**src/rtl/sec_sched_pkg.sv**
```systemverilog
// Shared definitions for the SEC decoder scheduler slice.
//   sched_state_e : scheduler FSM states (IDLE/ARM/WAIT/RESP)
//   DEF_W_BITS    : default codeword width
//   DEF_N_BITS    : default decoded data width
//   id_width()    : requester ID width for a given requester count
package sec_sched_pkg;

    typedef enum logic [1:0] {
        ST_IDLE = 2'd0,
        ST_ARM  = 2'd1,
        ST_WAIT = 2'd2,
        ST_RESP = 2'd3
    } sched_state_e;

    localparam int DEF_W_BITS = 61;
    localparam int DEF_N_BITS = 53;

    // A single requester still needs a 1-bit ID field.
    function automatic int id_width(input int n);
        return (n > 1) ? $clog2(n) : 1;
    endfunction

endpackage

```
**src/rtl/sec_rr_arbiter.sv**
```systemverilog
// Combinational round-robin arbiter.
// Searches req_valid_i starting at rr_ptr_i and wrapping upward; the first
// set bit wins. Shared by the decoder schedulers.
//   req_valid_i : request vector
//   rr_ptr_i    : index with the highest priority this cycle
//   en_i        : grant enable; no grant when low
//   gnt_oh_o    : one-hot grant (zero if none)
//   gnt_idx_o   : binary index of the grant (0 if none)
//   gnt_any_o   : a grant was issued
module sec_rr_arbiter
    import sec_sched_pkg::*;
#(
    parameter int NUM_REQ = 4,
    parameter int ID_W    = id_width(NUM_REQ)
) (
    input  logic [NUM_REQ-1:0] req_valid_i,
    input  logic [ID_W-1:0]    rr_ptr_i,
    input  logic               en_i,
    output logic [NUM_REQ-1:0] gnt_oh_o,
    output logic [ID_W-1:0]    gnt_idx_o,
    output logic               gnt_any_o
);

    int idx;

    always_comb begin
        gnt_oh_o  = '0;
        gnt_idx_o = '0;
        gnt_any_o = 1'b0;
        idx       = 0;
        for (int k = 0; k < NUM_REQ; k++) begin
            // Candidate index wraps past the top requester back to 0.
            idx = int'(rr_ptr_i) + k;
            if (idx >= NUM_REQ) begin
                idx = idx - NUM_REQ;
            end
            if (en_i && !gnt_any_o && req_valid_i[idx]) begin
                gnt_any_o     = 1'b1;
                gnt_oh_o[idx] = 1'b1;
                gnt_idx_o     = ID_W'(idx);
            end
        end
    end

endmodule

```
**src/rtl/sec_decode_scheduler.sv**
```systemverilog
// Shares one multi-cycle SEC decoder between NUM_REQ requesters.
// A round-robin grant loads one codeword into the decoder, the decoder is
// re-armed through its reset for one cycle, the scheduler waits for `found`
// and returns the decoded data tagged with the requester ID.
// Only one codeword is in flight at a time.
//
// Optional build macro SEC_TIMEOUT_EN: adds a WAIT watchdog of TIMEOUT_CYC
// cycles that returns rsp_err=1 / rsp_n=0 if the decoder never finds.
//
// Ports:
//   clk, rst_n            clock, asynchronous active-low reset
//   req_valid/req_ready   per-requester handshake (req_ready one-hot or 0)
//   req_w                 codewords, requester i at [i*W_BITS +: W_BITS]
//   rsp_valid/rsp_ready   response handshake
//   rsp_id, rsp_n, rsp_err response owner, decoded data, watchdog error
//   dec_w, dec_rst_n      codeword and active-low re-arm to the decoder
//   dec_found, dec_n      decoder completion and result
//   busy                  scheduler not in IDLE
module sec_decode_scheduler
    import sec_sched_pkg::*;
#(
    parameter  int W_BITS      = DEF_W_BITS,
    parameter  int N_BITS      = DEF_N_BITS,
    parameter  int NUM_REQ     = 4,
    parameter  int TIMEOUT_CYC = 64,
    localparam int ID_W        = id_width(NUM_REQ)
) (
    input  logic                      clk,
    input  logic                      rst_n,
    input  logic [NUM_REQ-1:0]        req_valid,
    output logic [NUM_REQ-1:0]        req_ready,
    input  logic [NUM_REQ*W_BITS-1:0] req_w,
    output logic                      rsp_valid,
    input  logic                      rsp_ready,
    output logic [ID_W-1:0]           rsp_id,
    output logic [N_BITS-1:0]         rsp_n,
    output logic                      rsp_err,
    output logic [W_BITS-1:0]         dec_w,
    output logic                      dec_rst_n,
    input  logic                      dec_found,
    input  logic [N_BITS-1:0]         dec_n,
    output logic                      busy
);

    sched_state_e        state_q, state_d;
    logic [ID_W-1:0]     rr_ptr_q, rr_ptr_d;
    logic [W_BITS-1:0]   dec_w_q, dec_w_d;
    logic [ID_W-1:0]     rsp_id_q, rsp_id_d;
    logic [N_BITS-1:0]   rsp_n_q, rsp_n_d;
    logic                rsp_err_q, rsp_err_d;
    logic                arm_n_q, arm_n_d;

    logic [NUM_REQ-1:0]  gnt_oh;
    logic [ID_W-1:0]     gnt_idx;
    logic                gnt_any;
    logic                arb_en;
    logic                timeout;

    // Gated by rst_n so req_ready is 0 for the whole reset interval.
    assign arb_en = rst_n && (state_q == ST_IDLE);

    sec_rr_arbiter #(
        .NUM_REQ (NUM_REQ),
        .ID_W    (ID_W)
    ) u_arb (
        .req_valid_i (req_valid),
        .rr_ptr_i    (rr_ptr_q),
        .en_i        (arb_en),
        .gnt_oh_o    (gnt_oh),
        .gnt_idx_o   (gnt_idx),
        .gnt_any_o   (gnt_any)
    );

`ifdef SEC_TIMEOUT_EN
    localparam int CNT_W = $clog2(TIMEOUT_CYC + 1);
    logic [CNT_W-1:0] wait_cnt_q, wait_cnt_d;

    // Counter holds the number of WAIT cycles already completed, so the
    // TIMEOUT_CYC-th WAIT cycle is the one that gives up.
    assign timeout = (wait_cnt_q == CNT_W'(TIMEOUT_CYC - 1));

    always_comb begin
        wait_cnt_d = wait_cnt_q;
        if (state_q == ST_ARM) begin
            wait_cnt_d = '0;
        end else if (state_q == ST_WAIT && wait_cnt_q != CNT_W'(TIMEOUT_CYC)) begin
            wait_cnt_d = wait_cnt_q + CNT_W'(1);
        end
    end

    always_ff @(posedge clk or negedge rst_n) begin
        if (!rst_n) begin
            wait_cnt_q <= '0;
        end else begin
            wait_cnt_q <= wait_cnt_d;
        end
    end
`else
    assign timeout = 1'b0;
`endif

    always_comb begin
        state_d   = state_q;
        rr_ptr_d  = rr_ptr_q;
        dec_w_d   = dec_w_q;
        rsp_id_d  = rsp_id_q;
        rsp_n_d   = rsp_n_q;
        rsp_err_d = rsp_err_q;
        arm_n_d   = 1'b1;
        unique case (state_q)
            ST_IDLE: begin
                if (gnt_any) begin
                    for (int i = 0; i < NUM_REQ; i++) begin
                        if (gnt_oh[i]) begin
                            dec_w_d = req_w[i*W_BITS +: W_BITS];
                        end
                    end
                    rsp_id_d  = gnt_idx;
                    rsp_err_d = 1'b0;
                    rr_ptr_d  = (gnt_idx == ID_W'(NUM_REQ - 1)) ? '0 : gnt_idx + ID_W'(1);
                    // Registered so dec_rst_n is a clean one-cycle low in ARM.
                    arm_n_d   = 1'b0;
                    state_d   = ST_ARM;
                end
            end
            ST_ARM: begin
                // `found` may still be high from the previous word; not sampled here.
                state_d = ST_WAIT;
            end
            ST_WAIT: begin
                if (dec_found) begin
                    rsp_n_d   = dec_n;
                    rsp_err_d = 1'b0;
                    state_d   = ST_RESP;
                end else if (timeout) begin
                    rsp_n_d   = '0;
                    rsp_err_d = 1'b1;
                    state_d   = ST_RESP;
                end
            end
            ST_RESP: begin
                if (rsp_ready) begin
                    state_d = ST_IDLE;
                end
            end
            default: state_d = ST_IDLE;
        endcase
    end

    always_ff @(posedge clk or negedge rst_n) begin
        if (!rst_n) begin
            state_q   <= ST_IDLE;
            rr_ptr_q  <= '0;
            dec_w_q   <= '0;
            rsp_id_q  <= '0;
            rsp_n_q   <= '0;
            rsp_err_q <= 1'b0;
            arm_n_q   <= 1'b1;
        end else begin
            state_q   <= state_d;
            rr_ptr_q  <= rr_ptr_d;
            dec_w_q   <= dec_w_d;
            rsp_id_q  <= rsp_id_d;
            rsp_n_q   <= rsp_n_d;
            rsp_err_q <= rsp_err_d;
            arm_n_q   <= arm_n_d;
        end
    end

    assign req_ready = gnt_oh;
    assign rsp_valid = (state_q == ST_RESP);
    assign rsp_id    = rsp_id_q;
    assign rsp_n     = rsp_n_q;
    assign rsp_err   = rsp_err_q;
    assign dec_w     = dec_w_q;
    // Decoder is also held in reset while the scheduler itself is reset.
    assign dec_rst_n = rst_n & arm_n_q;
    assign busy      = (state_q != ST_IDLE);

endmodule

```
**config.mk**
```make
export PLATFORM = sky130hd
export DESIGN_NAME = sec_decode_scheduler
export DESIGN_NICKNAME = d
export VERILOG_FILES = /design/src/rtl/sec_sched_pkg.sv /design/src/rtl/sec_rr_arbiter.sv /design/src/rtl/sec_decode_scheduler.sv
export SDC_FILE = /design/constraint.sdc
export NUM_CORES = 1
export LEC_CHECK = 0
export CORE_AREA = 2 2 166 168
export CTS_BUF_LIST = sky130_fd_sc_hd__clkbuf_4
export DETAILED_ROUTE_END_ITERATION = 8
export DIE_AREA = 0 0 168 170
export DONT_BUFFER_PORTS = 1
export PLACE_DENSITY_LB_ADDON = 0.12
export SLEW_MARGIN = 5
export SYNTH_ARGS = -nofsm -noshare
export SYNTH_HDL_FRONTEND = slang
export SYNTH_HIERARCHICAL = 1
export SYNTH_SLANG_ARGS = --single-unit
```
**constraint.sdc**
```tcl
create_clock -name clk -period 8.4 [get_ports clk]
set_input_delay 0.42 -clock clk [delete_from_list [all_inputs] [get_ports clk]]
set_output_delay 0.42 -clock clk [all_outputs]
set_load 0.02 [all_outputs]
```
# == Word level (Yosys, flattened, before mapping) ==
# Cells that the tools add are included.
# op_classes
addsub,8
order_cmp,12
eq_ne,7
n_mux,50
n_bitwise,4
n_reduce_logical,24
# ops
operator,count
61-bit 2-to-1 mux,4
32-bit by 1-bit >= comparator with 1-bit output (second input constant),4
32-bit by 4-bit less-than comparator with 1-bit output (second input constant),4
32-bit 2-to-1 mux,4
32-bit by 4-bit >= comparator with 1-bit output (second input constant),3
32-bit by 4-bit subtractor with 32-bit output (second input constant),3
1-bit 2-to-1 mux,20
2-bit 2-to-1 mux,8
4-bit 2-to-1 mux,4
1-bit logical AND,12
4-bit OR,3
3-bit AND reduction,3
1-bit binary-select mux with 2-bit select,4
1-bit demux with 2-bit select,4
2-bit case mux with 4 select lines,1
2-bit by 2-bit adder with 3-bit output (second input constant),2
2-bit == test (second input constant),3
2-bit inequality test (second input constant),2
2-bit AND reduction,2
2-bit nonzero test,2
4-bit nonzero test,1
2-bit by 3-bit subtractor with 4-bit output (second input constant),1
2-bit by 1-bit adder with 3-bit output (second input constant),1
2-bit by 3-bit >= comparator with 1-bit output (second input constant),1
7 further kinds,9
# totals
regBits,122
in_bits,305
out_inout_bits,124
wordCells,112

# == Longest topological paths before layout ==
# Gate-level depths: netlist of the first run.
# logic_depth
word_depth,23
ltp_mapped,16
ltp_nobuf,11

# == By module ==
# Netlist of the first run, hierarchy kept.
# modules_own_cells
module,n_inst,cells_each,area_each_um2,seq_area_each_um2
sec_decode_scheduler,1,633,6568.8,3029.2
sec_rr_arbiter,1,67,544.3,0.0

# == Worst setup path after synthesis of the first run ==
# No wires, ideal clock.
# synth_path
kind,reg2reg
startpoint,register rr_ptr_q[0]
endpoint,register dec_w_q[58] (netlist: dec_w[58])
setup_ns,0.082
arrival_ns,3.592
required_ns,8.318
setup_slack_ns,4.726
stages_incl_launch_ff,16
n_path_buf,6
period_less_slack_ns,3.674
cell_sequence,dfrtp_1 > buf_6 > inv_1 > ha_1 > clkbuf_1 > nand2_1 > a2bb2oi_2 > and4b_1 > a221o_1 > buf_6 > or4_4 > buf_6 > and2_1 > buf_6 > buf_6 > a31oi_1
# synth_via
elab_chain_len,22
word_cells_on_any_way,73
classes_between,7 x add/sub; 12 x order compare; 35 x mux; 3 x bitwise; 16 x reduce/logical
# synth_rtl
item,line,text
from (decl),sec_decode_scheduler.sv:46,"logic [ID_W-1:0] rr_ptr_q, rr_ptr_d;"
from (signal assigned),sec_decode_scheduler.sv:161,rr_ptr_q <= rr_ptr_d;
branches (longest 18 deep; another with 32-bit by 4-bit subtractor with 32-bit output),n/a,
4-bit 2-to-1 mux (*),sec_rr_arbiter.sv:37,if (en_i && !gnt_any_o && req_valid_i[idx]) begin
via req_ready[1],sec_decode_scheduler.sv:31,"output logic [NUM_REQ-1:0] req_ready,"
61-bit 2-to-1 mux (3 in a row),sec_decode_scheduler.sv:114,if (gnt_oh[i]) begin
to (signal assigned),sec_decode_scheduler.sv:162,dec_w_q <= dec_w_d;
to (decl),sec_decode_scheduler.sv:47,"logic [W_BITS-1:0] dec_w_q, dec_w_d;"
# Mark *: on every way through the listed nets, which the timed path passes. The select of a mux whose other input is x is not followed.
# A chain may end at the register's enable or synchronous reset.

# == Worst setup path in the final report of the first run ==
# layout_path
startpoint,register rr_ptr_q[0]
endpoint,register dec_w_q[15] (netlist: dec_w[15])
# Same word-level chain as after synthesis.

==> flow_summary_export.csv, run 1 <==
group,metric,value,unit
clock_tree,cts_sinks,121,
worst_setup_path,cp-endpoint,"dec_w[15]",
worst_setup_path,r2r_setup_slack,3.24,ns
grt,grtUsageMet1,0.180,
timing,final_max_slew_viol_count,0,
detailed_routing,vias,5890,
timing,finalSetupViolCount,0,
yosys,synth_cell_types,46,
detailed_routing,drt_iter0_markers,188,
clock_tree,tritoncts,"yes",
place,place_inst,981,
yosys,synth_area_per_cell,10.2,sq um
power_and_ir_drop,ir_drop,131,uV
cells_and_area,final_common_cell,"dfrtp_1",
detailed_routing,ant_nets,0,
worst_setup_path,crit_chain,"inv_1, ha_1, nor2b_1, a2bb2oi_2, and4b_1, a221o_4, or4_4, and2_2, buf_4, a31oi_1",
clock_tree,clk_latency,0.54,ns
yosys,ys_seq_area_frac,0.426,
timing,clock-skew-final,0.0381,ns
worst_setup_path,start_kind,"flip-flop",
cells_and_area,mostFrequentLayoutCells,"dfrtp_1 (120), mux2_2 (117), dlygate4sd3_1 (107), nand2_1 (74), a21oi_1 (64)",
clock_tree,post_cts_buffers,0,
timing,fin_setup_tns,0,ns
place,routabilityCongestion,0.863,
timing,max_slew_margin,0.195,
timing,fin_crit,5.16,ns
die,start_util,0.267,
timing,tightest_slew,1.20,ns
yosys,synth_seq_cells,121,
grt,grt_pass1_vias,6066,
power_and_ir_drop,finalPower,3050,uW
die,dieArea,28600,sq um
worst_setup_path,end_kind,"flip-flop",
grt,grt_max_degree,122,
grt,antenna_found_initial,13,
die,rows,60,
worst_setup_path,r2r_end,"dec_w[15]",
run_status,status,"completed",
worst_setup_path,crit_slowest_cell,"a221o_4",
timing,rsz0062_at_grt,"no",
clock_tree,clockRootBuffer,"clkbuf_4",
grt,grt.busiest_layer,"met2",
grt,met3_usage,0.0753,
timing,fmax,0.194,GHz
yosys,ys_top_cells_by_area,"dfrtp_1 (42%), mux2_2 (19%), o211ai_1 (6.4%)",
cells_and_area,fin_util,0.327,
cells_and_area,drive_gt1_frac,0.222,
cells_and_area,fin_cells,1131,
die,die_h,170,um
yosys,yosysWarnings,6,
detailed_routing,dr.pass1.iters,5,
power_and_ir_drop,p_leak,0.00327,uW
grt,overflow,0,
clock_tree,htreeDepth,4,
flow_run,drv_cap,0,
yosys,synth_edf_count,0,
yosys,netlist_instances,700,
detailed_routing,wire_per_inst,22.2,um
yosys,synthesis.nets,1016,
worst_setup_path,cp_max_fo,63,
yosys,yosysTopAreaCellShare,0.422,
yosys,synth.largest_area_cell,"dfrtp_1",
die,core,26700,sq um
grt,grt_pass1_wl,36300,um
worst_setup_path,critPathArrivalTime,5.54,ns
grt,grt_usage,0.167,
worst_setup_path,critPathRequiredTime,8.78,ns
cells_and_area,layout.nets,1083,
clock_tree,cts.path.max_buffers,2,
worst_setup_path,critPathMaxStageDelay,0.77,ns
place,hpwl,17700,um
timing,fin_crit_sh,0.614,
worst_setup_path,rr_startpoint,"rr_ptr_q[0]",
grt,grt_use_met2,0.293,
detailed_routing,vias_per_cell,5.21,
min_path,hold_path_class,"primary input to flip-flop",
place,io_buffers,0,
power_and_ir_drop,power.density,350,nW/um^2
yosys,synth_area,7110,sq um
timing,hold_viol,0,
yosys,async_flop_share,1.00,
detailed_routing,drc,0,
detailed_routing,wirelength,25100,um
cells_and_area,areaGrowthSynthToFinish,22.4,%
die,io-pin-count,429,
worst_setup_path,critical_path_class,"flip-flop to flip-flop",
die,fp.dieW,168,um
yosys,synth-main-ff-cell,"dfrtp_1",
worst_setup_path,rr_worst_depth,10,
clock_tree,cts_buffers,17,
clock_tree,path_clk_slew,0.13,ns
worst_setup_path,startpoint,"rr_ptr_q[0]",
## how the worst min path moves through the flow
stage | depth (start not counted) | from | endpoint | slack (ns)
4_1_cts | 2 | req_w[233] | dec_w[50] | 0.0000008
3_3_place_gp | 0 | rst_n | rsp_n[10] | 0.13
3_5_place_dp | 0 | rst_n | rsp_n[1] | 0.13
5_1_grt | 2 | req_w[208] | dec_w[25] | 0.001
6_report | 2 | req_w[208] | dec_w[25] | 0.06
2_1_floorplan | 0 | rst_n | dec_w[0] | 0.12
## layer usage
layer	vias up	share of wire
met4	6	0.019
met5	-	0.0016
met1	2822	0.37
met3	32	0.11
li1	2704	-
met2	326	0.50
## sequential cells by signal, indices dropped and copies added (netlist names)
register,count
arm_n_q,1
rsp_n,53
rr_ptr_q,2
dec_w,61
rsp_id,2
state_q,2
## cell families (layout without fill, tap and decap cells)
kind of cell / after synthesis / after routing / synth area share
AO/OA/AOI/OAI: 215 / 215 / 0.198
adder cells (fa/ha/maj): 11 / 11 / 0.0193
buffers and inverters: 75 / 155 / 0.0521
flip-flops: 121 / 121 / 0.426
multiplexers: 122 / 122 / 0.194
other: 1 / 11 / 0.000527
AND/OR/NAND/NOR: 155 / 155 / 0.110
## synth_stat cells, drive strengths merged, types with 2 or more instances
| cell type | n |
|---|---|
| inv | 10 |
| ha | 11 |
| dfrtp | 120 |
| and2 | 4 |
| nand2 | 75 |
| mux2i | 3 |
| nor2 | 4 |
| a2bb2oi | 2 |
| buf | 15 |
| clkbuf | 49 |
| a21oi | 65 |
| a31oi | 61 |
| o21ai | 7 |
| a32o | 4 |
| mux2 | 118 |
| o211ai | 63 |
| nor3 | 3 |
| nand2b | 61 |
| nor2b | 2 |
| o31ai | 2 |
| a221oi | 2 |
| a221o | 4 |
## metrics by stage
step                hold WS [ns]  setup slack, ns  instance area (sq um)
global placement           0.128             3.28                   7270
global route            0.000977             2.80                   8700
finish                    0.0558             3.24                   8710
CTS                  0.000000777             3.07                   8670
detailed placement         0.127             3.09                   7270
floorplan                  0.124             4.73                   7110
## what timing repair did
action                                 4_1_cts  5_1_grt
hold buffers                               107        1
gates resized for setup                      0        0
setup endpoints to repair                    0        0
endpoints found under the hold margin      226        1
## area by class of cell
| cell class | count | area (sq um) |
|---|---|---|
| diodes | 10 | 25.0 |
| clock inverters | 15 | 188 |
| fillers | 2724 | 17900 |
| clock buffers | 17 | 128 |
| repair buffers | 112 | 1130 |
| flip-flops and latches | 121 | 3030 |
| well taps | 341 | 427 |
| inverters | 11 | 41.3 |
| multi-input cells | 504 | 3740 |
## critical path: cells and delay by family, from the launching register on
kind | cells | cell delay [ns]
buf+inv | 2 | 0.72
flops | 1 | 0.75
fa+ha+maj | 1 | 0.54
compound gates | 3 | 1.13
simple gates | 4 | 1.85
## report_power, final
| part | total, uW | leakage (uW) | internal, uW | switching [uW] |
|---|---|---|---|---|
| logic | 1100 | 0.00163 | 492 | 604 |
| registers | 1460 | 0.00147 | 862 | 602 |
| clock network | 489 | 0.000168 | 214 | 275 |
Power figures use the tool's default switching activity.
==> run 2: changes to the inputs <==
==> constraint.sdc (replaced) <==
create_clock -name clk -period 5.2 [get_ports clk]
set_input_delay 0.26 -clock clk [delete_from_list [all_inputs] [get_ports clk]]
set_output_delay 0.26 -clock clk [all_outputs]
set_load 0.02 [all_outputs]
==> run 2 against run 1 <==
Compared with the run above:
- critical endpoint is now dec_w[52]
- maximum frequency is 8.2% higher
- clock skew shrank 0.0061 ns
- highest routed layer unchanged
- largest cell class unchanged
- routed wire length up 2.2%
==> flow_summary_export.csv, run 2 (same netlist as run 1, synthesis figures left out) <==
group,metric,value,unit
grt,grtUsageMet1,0.190,
place,hpwl,18100,um
place,routabilityCongestion,0.851,
cells_and_area,fin_util,0.337,
die,die_h,170,um
timing,hold_viol,0,
timing,fmax,0.210,GHz
power_and_ir_drop,p_comb_frac,0.374,
min_path,min_path_cells,3,
die,dieArea,28600,sq um
grt,antenna_found_initial,17,
min_path,hold_end,"dec_w[32]",
grt,grt.busiest_layer,"met2",
worst_setup_path,r2r_setup_slack,0.44,ns
grt,grt_pass1_wl,37300,um
timing,final_max_slew_viol_count,0,
worst_setup_path,r2r_end,"dec_w[52]",
worst_setup_path,cp_max_fo,61,
worst_setup_path,start_kind,"flip-flop",
grt,grt_max_degree,122,
clock_tree,cts_hold_buf,131,
clock_tree,ctsResizeCount,0,
timing,finalSetupViolCount,0,
detailed_routing,wirelength,25700,um
grt,overflow,0,
detailed_routing,wire_per_inst,22.1,um
clock_tree,tritoncts,"yes",
clock_tree,cts_buffers,17,
grt,grt_usage,0.171,
clock_tree,cts.path.max_buffers,2,
cells_and_area,areaGrowthSynthToFinish,26.2,%
worst_setup_path,critical_path_class,"flip-flop to flip-flop",
clock_tree,post_cts_buffers,0,
detailed_routing,ant_nets,0,
min_path,min_from,"req_w[154]",
run_status,status,"completed",
timing,fin_setup_tns,0,ns
worst_setup_path,critPathArrivalTime,5.22,ns
clock_tree,htreeDepth,4,
cells_and_area,drive_gt1_frac,0.220,
die,io-pin-count,429,
power_and_ir_drop,pwr-share-seq,0.468,
grt,met3_usage,0.0684,
die,fp.dieW,168,um
detailed_routing,vias_per_cell,5.12,
power_and_ir_drop,intPower,2630,uW
clock_tree,clockRootBuffer,"clkbuf_4",
power_and_ir_drop,p_leak,0.00339,uW
detailed_routing,drt_iter0_markers,245,
worst_setup_path,rr_worst_depth,11,
cells_and_area,layout.nets,1109,
power_and_ir_drop,switching_power,2430,uW
flow_run,drv_cap,0,
clock_tree,cts_sinks,121,
cells_and_area,mostFrequentLayoutCells,"dlygate4sd3_1 (130), dfrtp_1 (120), mux2_2 (117), nand2_1 (74), a21oi_1 (64)",
clock_tree,clk_latency,0.52,ns
detailed_routing,dr.pass1.iters,5,
min_path,hold_path_class,"primary input to flip-flop",
die,rows,60,
timing,rsz0062_at_grt,"no",
timing,fin_crit,4.76,ns
cells_and_area,largest_reg_flops,61,
power_and_ir_drop,ir_drop,223,uV
worst_setup_path,critPathRequiredTime,5.65,ns
timing,fin_crit_sh,0.916,
cells_and_area,final_common_cell,"dlygate4sd3_1",
grt,grt_pass1_vias,6203,
timing,clock-skew-final,0.0320,ns
power_and_ir_drop,p_clk_frac,0.157,
grt,grt_use_met2,0.295,
worst_setup_path,end_kind,"flip-flop",
place,io_buffers,0,
die,core,26700,sq um
power_and_ir_drop,switching_share,0.480,
power_and_ir_drop,power.density,563,nW/um^2
worst_setup_path,rr_startpoint,"rr_ptr_q[0]",
clock_tree,path_clk_slew,0.15,ns
timing,max_slew_margin,0.211,
timing,tightest_slew,1.18,ns
detailed_routing,drc,0,
detailed_routing,vias,5950,
die,start_util,0.267,
-- run 2: worst max-delay path, stage by stage, from the launching register on --
cell and delay, ns:
dfrtp_1 0.75, inv_1 0.23, ha_1 0.50, nor2b_1 0.29
a2bb2oi_2 0.12, and4b_1 0.25, a221o_4 0.61, or4_4 0.56
and2_2 0.20, buf_4 0.30, a31oi_1 0.22, dlygate4sd3_1 0.57
-- run 2: worst max path at each step --
stage,depth (start not counted),to,from
floorplan,15,dec_w[58],rr_ptr_q[0]
global placement,10,dec_w[28],rr_ptr_q[0]
detailed placement,10,dec_w[4],rr_ptr_q[0]
CTS,11,dec_w[31],rr_ptr_q[0]
global route,11,dec_w[52],rr_ptr_q[0]
finish,11,dec_w[52],rr_ptr_q[0]
-- run 2: through the flow --
stage,cell area (sq um),std cells,worst slack (ns),total power (uW),hold WS [ns]
final,8980,1161,0.436,5060,0.0651
after global routing,8960,1156,0.182,5410,0.0124
after CTS,8940,1147,0.500,5110,0.000463
after detailed placement,7290,984,1.03,4110,-0.0329
after global placement,7290,984,1.17,4070,-0.0321
after floorplan,7110,700,1.53,3630,-0.0356
-- run 2: cell type report --
cell class	instances	area, sq um
clock buffer	18	135
antenna	14	35.0
timing repair buffer	138	1380
inverter	11	41.3
clock inverter	14	186
multi-input combinational	504	3740
fill	2705	17700
tap	341	427
sequential	121	3030
-- run 2: power by group through the flow --
stage               Sequential, uW  Clock [uW]  Combinational [uW]
detailed placement            2390           0                1730
finish                        2370         796                1890
global placement              2400           0                1670
floorplan                     2200           0                1430
CTS                           2370         841                1900
global route                  2430         884                2100
-- run 2: metal layers --
metal | wire length, um | vias up
li1 | - | 2768
met1 | 9930 | 2841
met2 | 12600 | 306
met3 | 2570 | 29
met4 | 517 | 6
met5 | 44 | -
